--- src/rtl/id_ex_fwd_stage.sv ---
// ID/EX pipeline register with a priority forwarding network per source operand.
// Also provides stall-time operand refresh, a not-ready hazard request and a saturating stall counter.
module id_ex_fwd_stage #(
    parameter int DATA_W   = 32,
    parameter int REG_ID_W = 5,
    parameter int NUM_OPS  = 2,
    parameter int NUM_FWD  = 2,
    parameter int CTRL_W   = 8,
    parameter int CNT_W    = 16
) (
    input  logic                         sys_clk,
    input  logic                         rst,
    input  logic                         stall,
    input  logic                         bubble,
    input  logic                         in_valid,
    input  logic [31:0]                  in_pc,
    input  logic [31:0]                  in_next_pc,
    input  logic [31:0]                  in_ins,
    input  logic [DATA_W-1:0]            in_immd,
    input  logic [NUM_OPS*DATA_W-1:0]    in_ops,
    input  logic [NUM_OPS*REG_ID_W-1:0]  in_op_ids,
    input  logic [CTRL_W-1:0]            in_ctrl,
    input  logic                         in_reg_write,
    input  logic [REG_ID_W-1:0]          in_reg_dst_id,
    input  logic [NUM_FWD-1:0]           fwd_reg_write,
    input  logic [NUM_FWD*REG_ID_W-1:0]  fwd_dst_id,
    input  logic [NUM_FWD*DATA_W-1:0]    fwd_result,
    input  logic [NUM_FWD-1:0]           fwd_ready,
    output logic                         out_valid,
    output logic [31:0]                  out_pc,
    output logic [31:0]                  out_next_pc,
    output logic [31:0]                  out_ins,
    output logic [DATA_W-1:0]            out_immd,
    output logic [CTRL_W-1:0]            out_ctrl,
    output logic [REG_ID_W-1:0]          out_reg_dst_id,
    output logic [NUM_OPS*DATA_W-1:0]    out_ops,
    output logic                         out_reg_write,
    output logic                         out_hazard,
    output logic [CNT_W-1:0]             perf_stall_cnt
);

    logic                valid_q;
    logic [31:0]         pc_q;
    logic [31:0]         next_pc_q;
    logic [31:0]         ins_q;
    logic [DATA_W-1:0]   immd_q;
    logic [CTRL_W-1:0]   ctrl_q;
    logic                reg_write_q;
    logic [REG_ID_W-1:0] reg_dst_id_q;
    logic [DATA_W-1:0]   ops_q    [NUM_OPS];
    logic [REG_ID_W-1:0] op_ids_q [NUM_OPS];
    logic [CNT_W-1:0]    stall_cnt_q;

    logic [NUM_OPS-1:0]  win_found;
    logic [NUM_OPS-1:0]  win_ready;
    logic [DATA_W-1:0]   win_result [NUM_OPS];

    // Scan sources from lowest priority upward so the lowest matching index overwrites the rest.
    always_comb begin
        for (int k = 0; k < NUM_OPS; k++) begin
            win_found[k]  = 1'b0;
            win_ready[k]  = 1'b0;
            win_result[k] = '0;
            for (int j = NUM_FWD - 1; j >= 0; j--) begin
                if (valid_q && fwd_reg_write[j] &&
                    (fwd_dst_id[j*REG_ID_W +: REG_ID_W] != '0) &&
                    (fwd_dst_id[j*REG_ID_W +: REG_ID_W] == op_ids_q[k])) begin
                    win_found[k]  = 1'b1;
                    win_ready[k]  = fwd_ready[j];
                    win_result[k] = fwd_result[j*DATA_W +: DATA_W];
                end
            end
        end
    end

    always_comb begin
        out_ops = '0;
        for (int k = 0; k < NUM_OPS; k++) begin
            if (win_found[k] && win_ready[k]) begin
                out_ops[k*DATA_W +: DATA_W] = win_result[k];
            end else begin
                out_ops[k*DATA_W +: DATA_W] = ops_q[k];
            end
        end
    end

    assign out_hazard     = |(win_found & ~win_ready);
    assign out_valid      = valid_q;
    assign out_pc         = pc_q;
    assign out_next_pc    = next_pc_q;
    assign out_ins        = ins_q;
    assign out_immd       = immd_q;
    assign out_ctrl       = ctrl_q;
    assign out_reg_dst_id = reg_dst_id_q;
    assign out_reg_write  = reg_write_q & valid_q;
    assign perf_stall_cnt = stall_cnt_q;

    // While stalled, latch any ready forwarded value so it outlives the producing stage.
    always_ff @(posedge sys_clk) begin
        if (rst) begin
            valid_q      <= 1'b0;
            pc_q         <= '0;
            next_pc_q    <= '0;
            ins_q        <= '0;
            immd_q       <= '0;
            ctrl_q       <= '0;
            reg_write_q  <= 1'b0;
            reg_dst_id_q <= '0;
            stall_cnt_q  <= '0;
            for (int k = 0; k < NUM_OPS; k++) begin
                ops_q[k]    <= '0;
                op_ids_q[k] <= '0;
            end
        end else if (stall) begin
            for (int k = 0; k < NUM_OPS; k++) begin
                if (win_found[k] && win_ready[k]) begin
                    ops_q[k] <= win_result[k];
                end
            end
            if (valid_q && (stall_cnt_q != {CNT_W{1'b1}})) begin
                stall_cnt_q <= stall_cnt_q + CNT_W'(1);
            end
        end else if (bubble) begin
            valid_q      <= 1'b0;
            pc_q         <= '0;
            next_pc_q    <= '0;
            ins_q        <= '0;
            immd_q       <= '0;
            ctrl_q       <= '0;
            reg_write_q  <= 1'b0;
            reg_dst_id_q <= '0;
            for (int k = 0; k < NUM_OPS; k++) begin
                ops_q[k]    <= '0;
                op_ids_q[k] <= '0;
            end
        end else begin
            valid_q      <= in_valid;
            pc_q         <= in_pc;
            next_pc_q    <= in_next_pc;
            ins_q        <= in_ins;
            immd_q       <= in_immd;
            ctrl_q       <= in_ctrl;
            reg_write_q  <= in_reg_write;
            reg_dst_id_q <= in_reg_dst_id;
            for (int k = 0; k < NUM_OPS; k++) begin
                ops_q[k]    <= in_ops[k*DATA_W +: DATA_W];
                op_ids_q[k] <= in_op_ids[k*REG_ID_W +: REG_ID_W];
            end
        end
    end

endmodule

--- config.mk ---
export PLATFORM = sky130hd
export DESIGN_NAME = id_ex_fwd_stage
export DESIGN_NICKNAME = d
export VERILOG_FILES = /design/src/rtl/id_ex_fwd_stage.sv
export SDC_FILE = /design/constraint.sdc
export NUM_CORES = 1
export LEC_CHECK = 0
export CORE_AREA = 2 2 203 205
export CTS_CLUSTER_DIAMETER = 50
export DETAILED_ROUTE_END_ITERATION = 16
export DIE_AREA = 0 0 205 207
export GPL_TIMING_DRIVEN = 0
export SLEW_MARGIN = 10
export SYNTH_ARGS = -nofsm -noshare
export SYNTH_HDL_FRONTEND = slang
export SYNTH_SLANG_ARGS = --single-unit
export TNS_END_PERCENT = 5
--- constraint.sdc ---
create_clock -name sys_clk -period 3.6 [get_ports sys_clk]
set_input_delay 0.54 -clock sys_clk [delete_from_list [all_inputs] [get_ports sys_clk]]
set_output_delay 0.54 -clock sys_clk [all_outputs]
set_load 0.02 [all_outputs]
==> results.cfg <==
[placed_design]
dp_hpwl_um = 33300
gp_congestion = 0.856
placed_cell_area_um2 = 15800
port_buffers = 520

[yosys]
synth_edf_count = 74
synth.most_common_cell = dfxtp_1
synth_top_family_by_area = compound AO/OA/AOI/OAI gates
syn-instance-count = 923
synth_seq_area_share_pct = 54.7
yosys.area_share.simple_pct = 9.95
synth_common_cells = dfxtp_1, a22o_1, nor2_1
synth_seq_cells = 233
synth_compound_area_share_pct = 21.6
synth_ff_type = dfxtp_1
synth-xor-area-share_pct = 3.10
ys_top_cells_by_area = dfxtp_1, edfxtp_1, a22o_1, mux2i_1, a21oi_1
synth_fa_ha_area_share_pct = 0.127
syn-num-nets = 1223
synth_top_cell_area_share_pct = 32.2
synth_mux_area_share_pct = 6.82
avgSynthCellArea_um2 = 10.7
async_flop_share_pct = 0
yosysUniqueCellTypes = 48
synth_warnings = 0
synthesis.area_um2 = 9880
synth_top_cell_by_area = dfxtp_1

[setup_path]
crit_start = fwd_dst_id[6]
r2r-start = out_valid
critPathRequiredTime_ps = 3060
cp_max_fo = 10
critPathKind = input pin to primary output
worstRegToRegCells = 6
critPathCapture = out_ops[53]
startpoint_type = input pin
setup.worst_path.end_class = primary output
r2r_end = ops_q[0][52]
worstPathArrival_ps = 2940
r2r_slack_ps = 950

[power_and_ir_drop]
power_density_nw_per_um2 = 428
pwr-share-clk_pct = 45.2
power_frac_comb_pct = 14.5
peakVddDrop_mv = 0.277
intPower_mw = 5.39
p_seq_share_pct = 40.3
leakage_nw = 6.30
swShare_pct = 25.1
design_power_total_mw = 7.19
netSwitchingPower_mw = 1.80

[route]
vias_per_cell = 4.65
wl_per_cell_um = 21.1
ant_nets = 0
drt-total-wl_um = 43300
first_pass_iters = 5
vias = 9523
drt_iter0_markers = 426
drc_errors = 0

[floorplanning]
pin_count = 523
start_util_pct = 24.5
rows = 74
dieWidth_um = 205
fp.dieH_um = 207
die_area_um2 = 42400
fp.coreArea_um2 = 40400

[global_route]
grt_max_degree = 26
grt_pass1_vias = 10000
grt_overflow_total = 0
grt_pass1_wl_um = 62500
grt_antenna_before_repair = 10
gr-usage-all-layers_pct = 19.5

[finish]
fillCellCount = 4001
multi_input_area_um2 = 4180
final_nets = 1785
syn_to_final_growth_pct = 70.2
fin_util_pct = 41.7
drive_gt1_share_pct = 12.8
postLayoutCellArea_um2 = 16800
seq_area_um2 = 5410

[min_path]
hold_class = input pin to flip-flop

[sta]
hold_viol = 0
max_freq_ghz = 0.287
skew_ps = 16.5
setup_violations = 0
worstMarginPinSlew_ps = 891
period_share_pct = 96.7
layout_min_cycle_time_ps = 3480
slew_violations = 0
slew_headroom_pct = 40.6
rsz0062_at_grt = false

[outcome]
status = complete, no violations

[clock_network]
tritoncts = built
cts_max_level = 2
hold_buffers = 0
clock-root-buffer = clkbuf_16
clock_latency_ps = 520
cts_sinks = 233
cts_max_path_buffers = 3
cts.clk_slew.worst_paths_ps = 50
numCtsBuffers = 34

[run]
max_cap_violations = 0
## per-layer routing
| layer | GRT usage (%) | part of all wire, % | up-vias | wire length (um) |
|---|---|---|---|---|
| met4 | 6.65 | 2.9 | 4 | 1250 |
| li1 | - | - | 4530 | - |
| met1 | 20.9 | 38 | 4498 | 16300 |
| met3 | 6.94 | 9.3 | 71 | 4020 |
| met5 | 0 | 0.069 | - | 30 |
| met2 | 35.3 | 50 | 420 | 21700 |
## power by group through the flow
stage	clock network, mW	logic (mW)	registers [mW]
finish	3.25	1.04	2.90
global route	3.44	1.11	2.91
CTS	3.33	1.06	2.90
global placement	0	1.07	2.95
detailed placement	0	1.09	2.95
floorplan	0	0.321	3.02
## worst max-delay path, stage by stage
cell	delay, ps
clkdlybuf4s50_1	480
or4_1	560
o211ai_1	290
nor3_1	90
mux2_4	360
buf_4	210
a21oi_2	200
buf_2	200
## through the flow
| stage | std cells | hold WS (ps) | setup TNS (ps) | worst slack [ps] |
|---|---|---|---|---|
| 2_1_floorplan | 923 | 434 | 0 | 532 |
| 3_3_place_gp | 1975 | 455 | -222290 | -1090 |
| 3_5_place_dp | 1978 | 457 | -58680 | -947 |
| 4_1_cts | 2041 | 409 | -689 | -166 |
| 5_1_grt | 2042 | 433 | 0 | 35.7 |
| 6_report | 2048 | 429 | 0 | 120 |
## placed cells by master, fill, tap and decap left out, types with 6 or more instances in the layout
cell	Yosys	layout
and2_1	14	14
nand2_1	81	81
edfxtp_1	74	74
inv_1	8	8
a22o_1	142	142
xnor2_1	16	16
nor2_1	87	86
clkbuf_1	43	47
clkdlybuf4s50_1	0	450
clkbuf_16	0	35
a21oi_1	66	61
dfxtp_1	159	159
buf_6	6	9
o21ai_0	25	25
xor2_1	19	19
nand3_1	8	8
clkbuf_8	0	6
o21ai_2	20	20
diode_2	0	7
buf_2	18	48
mux2i_1	64	62
buf_4	1	26
o21ai_1	20	20
## state kept, by name, summed over array words and instances, names as in the netlist
register	flops
out_next_pc	32
ops_q	64
out_pc	32
reg_write_q	1
out_valid	1
op_ids_q	10
out_ctrl	8
perf_stall_cnt	16
out_reg_dst_id	5
out_immd	32
out_ins	32
## worst min path at each step
stage,to,from,slack (ps),cells past startpoint
global placement,out_next_pc[20],out_next_pc[20],460,1
CTS,perf_stall_cnt[15],rst,410,2
floorplan,reg_write_q,reg_write_q,430,1
finish,perf_stall_cnt[15],rst,430,2
detailed placement,out_next_pc[23],out_next_pc[23],460,1
global route,perf_stall_cnt[2],rst,430,2
## cells by family after synthesis
group / count (synthesis)
compound gates: 289
buf+inv: 78
xor+xnor: 35
simple gates: 221
fa+ha+maj: 1
mux: 66
flops: 233
## timing repair
action,CTS,global route
pin swaps,1,2
gates resized for setup,267,34
buffers inserted,4,0
endpoints found under the setup margin,65,54
## layout make-up
type	count	share of cell area [%]
buffer	69	2.26
inverter	8	0.179
sequential	233	32.1
clock buffer	48	5.85
tap	532	3.96
antenna	7	0.104
timing repair buffer	527	29.9
multi-input combinational	612	24.8
clock inverter	12	0.714
Power figures use the tool's default switching activity.
==> edit (same flow settings) <==
Set the parameter `NUM_FWD` to 4 (it was 2).
--- a/src/rtl/id_ex_fwd_stage.sv
+++ b/src/rtl/id_ex_fwd_stage.sv
@@ -4,7 +4,7 @@
     parameter int DATA_W   = 32,
     parameter int REG_ID_W = 5,
     parameter int NUM_OPS  = 2,
-    parameter int NUM_FWD  = 2,
+    parameter int NUM_FWD  = 4,
     parameter int CTRL_W   = 8,
     parameter int CNT_W    = 16
 ) (
Ports: changed (resized fwd_dst_id, fwd_ready, fwd_reg_write and fwd_result); port bits go from 523 to 601. The function was not compared with the original's and may differ.
==> edit against the original RTL <==
The flow now finishes with violations (negative setup slack). Design area is 15% higher. Setup slack worse by 160 ps. Largest power group unchanged. Total power rose by 5.2%. Sequential share of layout area is 4.3 points lower. Sequential cell count stayed put. Area after synthesis increased by 11%. Routed wire length is 25% higher. Critical endpoint is now out_ops[55]. Global-route usage increased by 4.7 points. Critical path type is now reg -> out. Hold slack worse by 5.1 ps. Count of clock-buffer cells in the layout decreased by 1. Combinational power increased by 15%. Largest cell class unchanged.
==> edit: results (changes against the original RTL) <==
| Metric | Value |
|---|---|
| Status | finished with violations |
| Failing checks | negative setup slack |
| Gp weighted congestion | 0.901 (+5.2%) |
| Highest cell delay on the worst timing path | 490 ps (-70 ps) |
| Skew final | 22.8 ps (+6.29 ps) |
| IO buf count | 599 (+15%) |
| Synth top area cells | dfxtp_1 (29%), edfxtp_1 (20%), a22o_1 (17%) |
| Setup Viol. Count Final | 34 (+34) |
| Top delay family on crit path | buffers and inverters |
| Synth cell count leaders | a22o_1 (207), dfxtp_1 (159), edfxtp_1 (74), mux2i_1 (67) |
| Avg Cell Area, Syn | 11.5 um^2 (+7.4%) |
| PnR worst setup slack | -41.0 ps (-161 ps) |
| CTS Buf Count | 36 (+5.9%) |
| Largest net degree at the start of global routing | 33 (+27%) |
| HPWL after detailed placement | 41.5 mm (+25%) |
| Critical Path AT | 3100 ps (+160 ps) |
| VDD IR max | 0.000318 V (+15%) |
| Seq/Total Area, Yosys | 49.4% (-5.3 points) |
| Share of post-route cells with drive strength above 1 | 18.5% (+5.7 points) |
| Post-Route WL | 54.0 mm (+25%) |
| Tightest Pin Transition | 963 ps (+72.0 ps) |
| Slowest cell on crit path | edfxtp_1 |
| Iter 0 DRT Violations | 648 (+52%) |
| Gr usage total | 24.3% (+4.7 points) |
| First-pass GRT wire length | 76.8 mm (+23%) |
| Vias in the first global route | 11600 (+16%) |
| Placed cells | 2084 (+5.4%) |
| Vias/cell | 5.07 (+9.0%) |
| Internal power | 5650 uW (+4.7%) |
-- edit: cell count changes after synthesis, moves of 23 or more --
cell | before | now
nor2_1 | 87 | 20
mux2_2 | 1 | 64
nand2_1 | 81 | 15
a21oi_1 | 66 | 3
clkbuf_1 | 43 | 66
o21ai_0 | 25 | 66
a22oi_1 | 3 | 64
a22o_1 | 142 | 207
-- edit: cell families after synthesis --
logic type / count (synthesis) / synth area share (%)
adder cells (fa/ha/maj): 1 / 0.114
buffers and inverters: 88 / 3.64
AND/OR/NAND/NOR: 95 / 4.64
multiplexers: 131 / 12.7
XOR/XNOR: 53 / 4.24
AO/OA/AOI/OAI: 351 / 25.3
flip-flops: 233 / 49.4
-- edit: cell type report --
class	count	area (um^2)
multi-input combinational	631	5350
sequential	233	5410
timing repair buffer	640	6240
antenna	6	15.0
clock buffer	47	1030
fill	3847	21000
buffer	83	510
clock inverter	19	171
inverter	1	3.75
tap	532	666
-- edit: worst paths after layout --
path / start / to / slack (ps) / cells after the start
setup / recovery: op_ids_q[0][8] / out_ops[55] / -40 / 11
hold / removal: rst / perf_stall_cnt[15] / 420 / 2
setup reg to reg: op_ids_q[0][4] / ops_q[0][28] / 280 / 11
hold reg to reg: out_next_pc[4] / out_next_pc[4] / 470 / 1
-- edit: through the flow --
stage,worst slack (ps),TNS [ps],cell area [um^2]
4_1_cts,-93.3,-2810,19300
5_1_grt,-168,-8290,19400
3_3_place_gp,-1960,-211170,17600
6_report,-41.0,-497,19400
2_1_floorplan,290,0,10900
3_5_place_dp,-1580,-130420,17600
-- edit: power by group through the flow --
stage          clock [uW]  combinational (uW)  sequential, uW
6_report             3480                1200            2890
2_1_floorplan           0                 318            3010
3_3_place_gp            0                1150            2940
4_1_cts              3540                1190            2890
5_1_grt              3640                1260            2900
3_5_place_dp            0                1160            2940
-- edit: per-layer routing --
layer	routed length, um	vias to the layer above	global-route usage, %
met5	49	-	0
met4	1840	8	9.10
met3	4460	93	6.29
met2	27400	551	44.2
met1	20200	5371	26.8
li1	-	5088	-
-- edit: timing repair --
item / in CTS / in global routing
endpoints found under the setup margin: 97 / 65
resized for setup: 470 / 25
setup buffers: 32 / 7
pin swaps: 20 / 7
gates cloned: 2 / 0
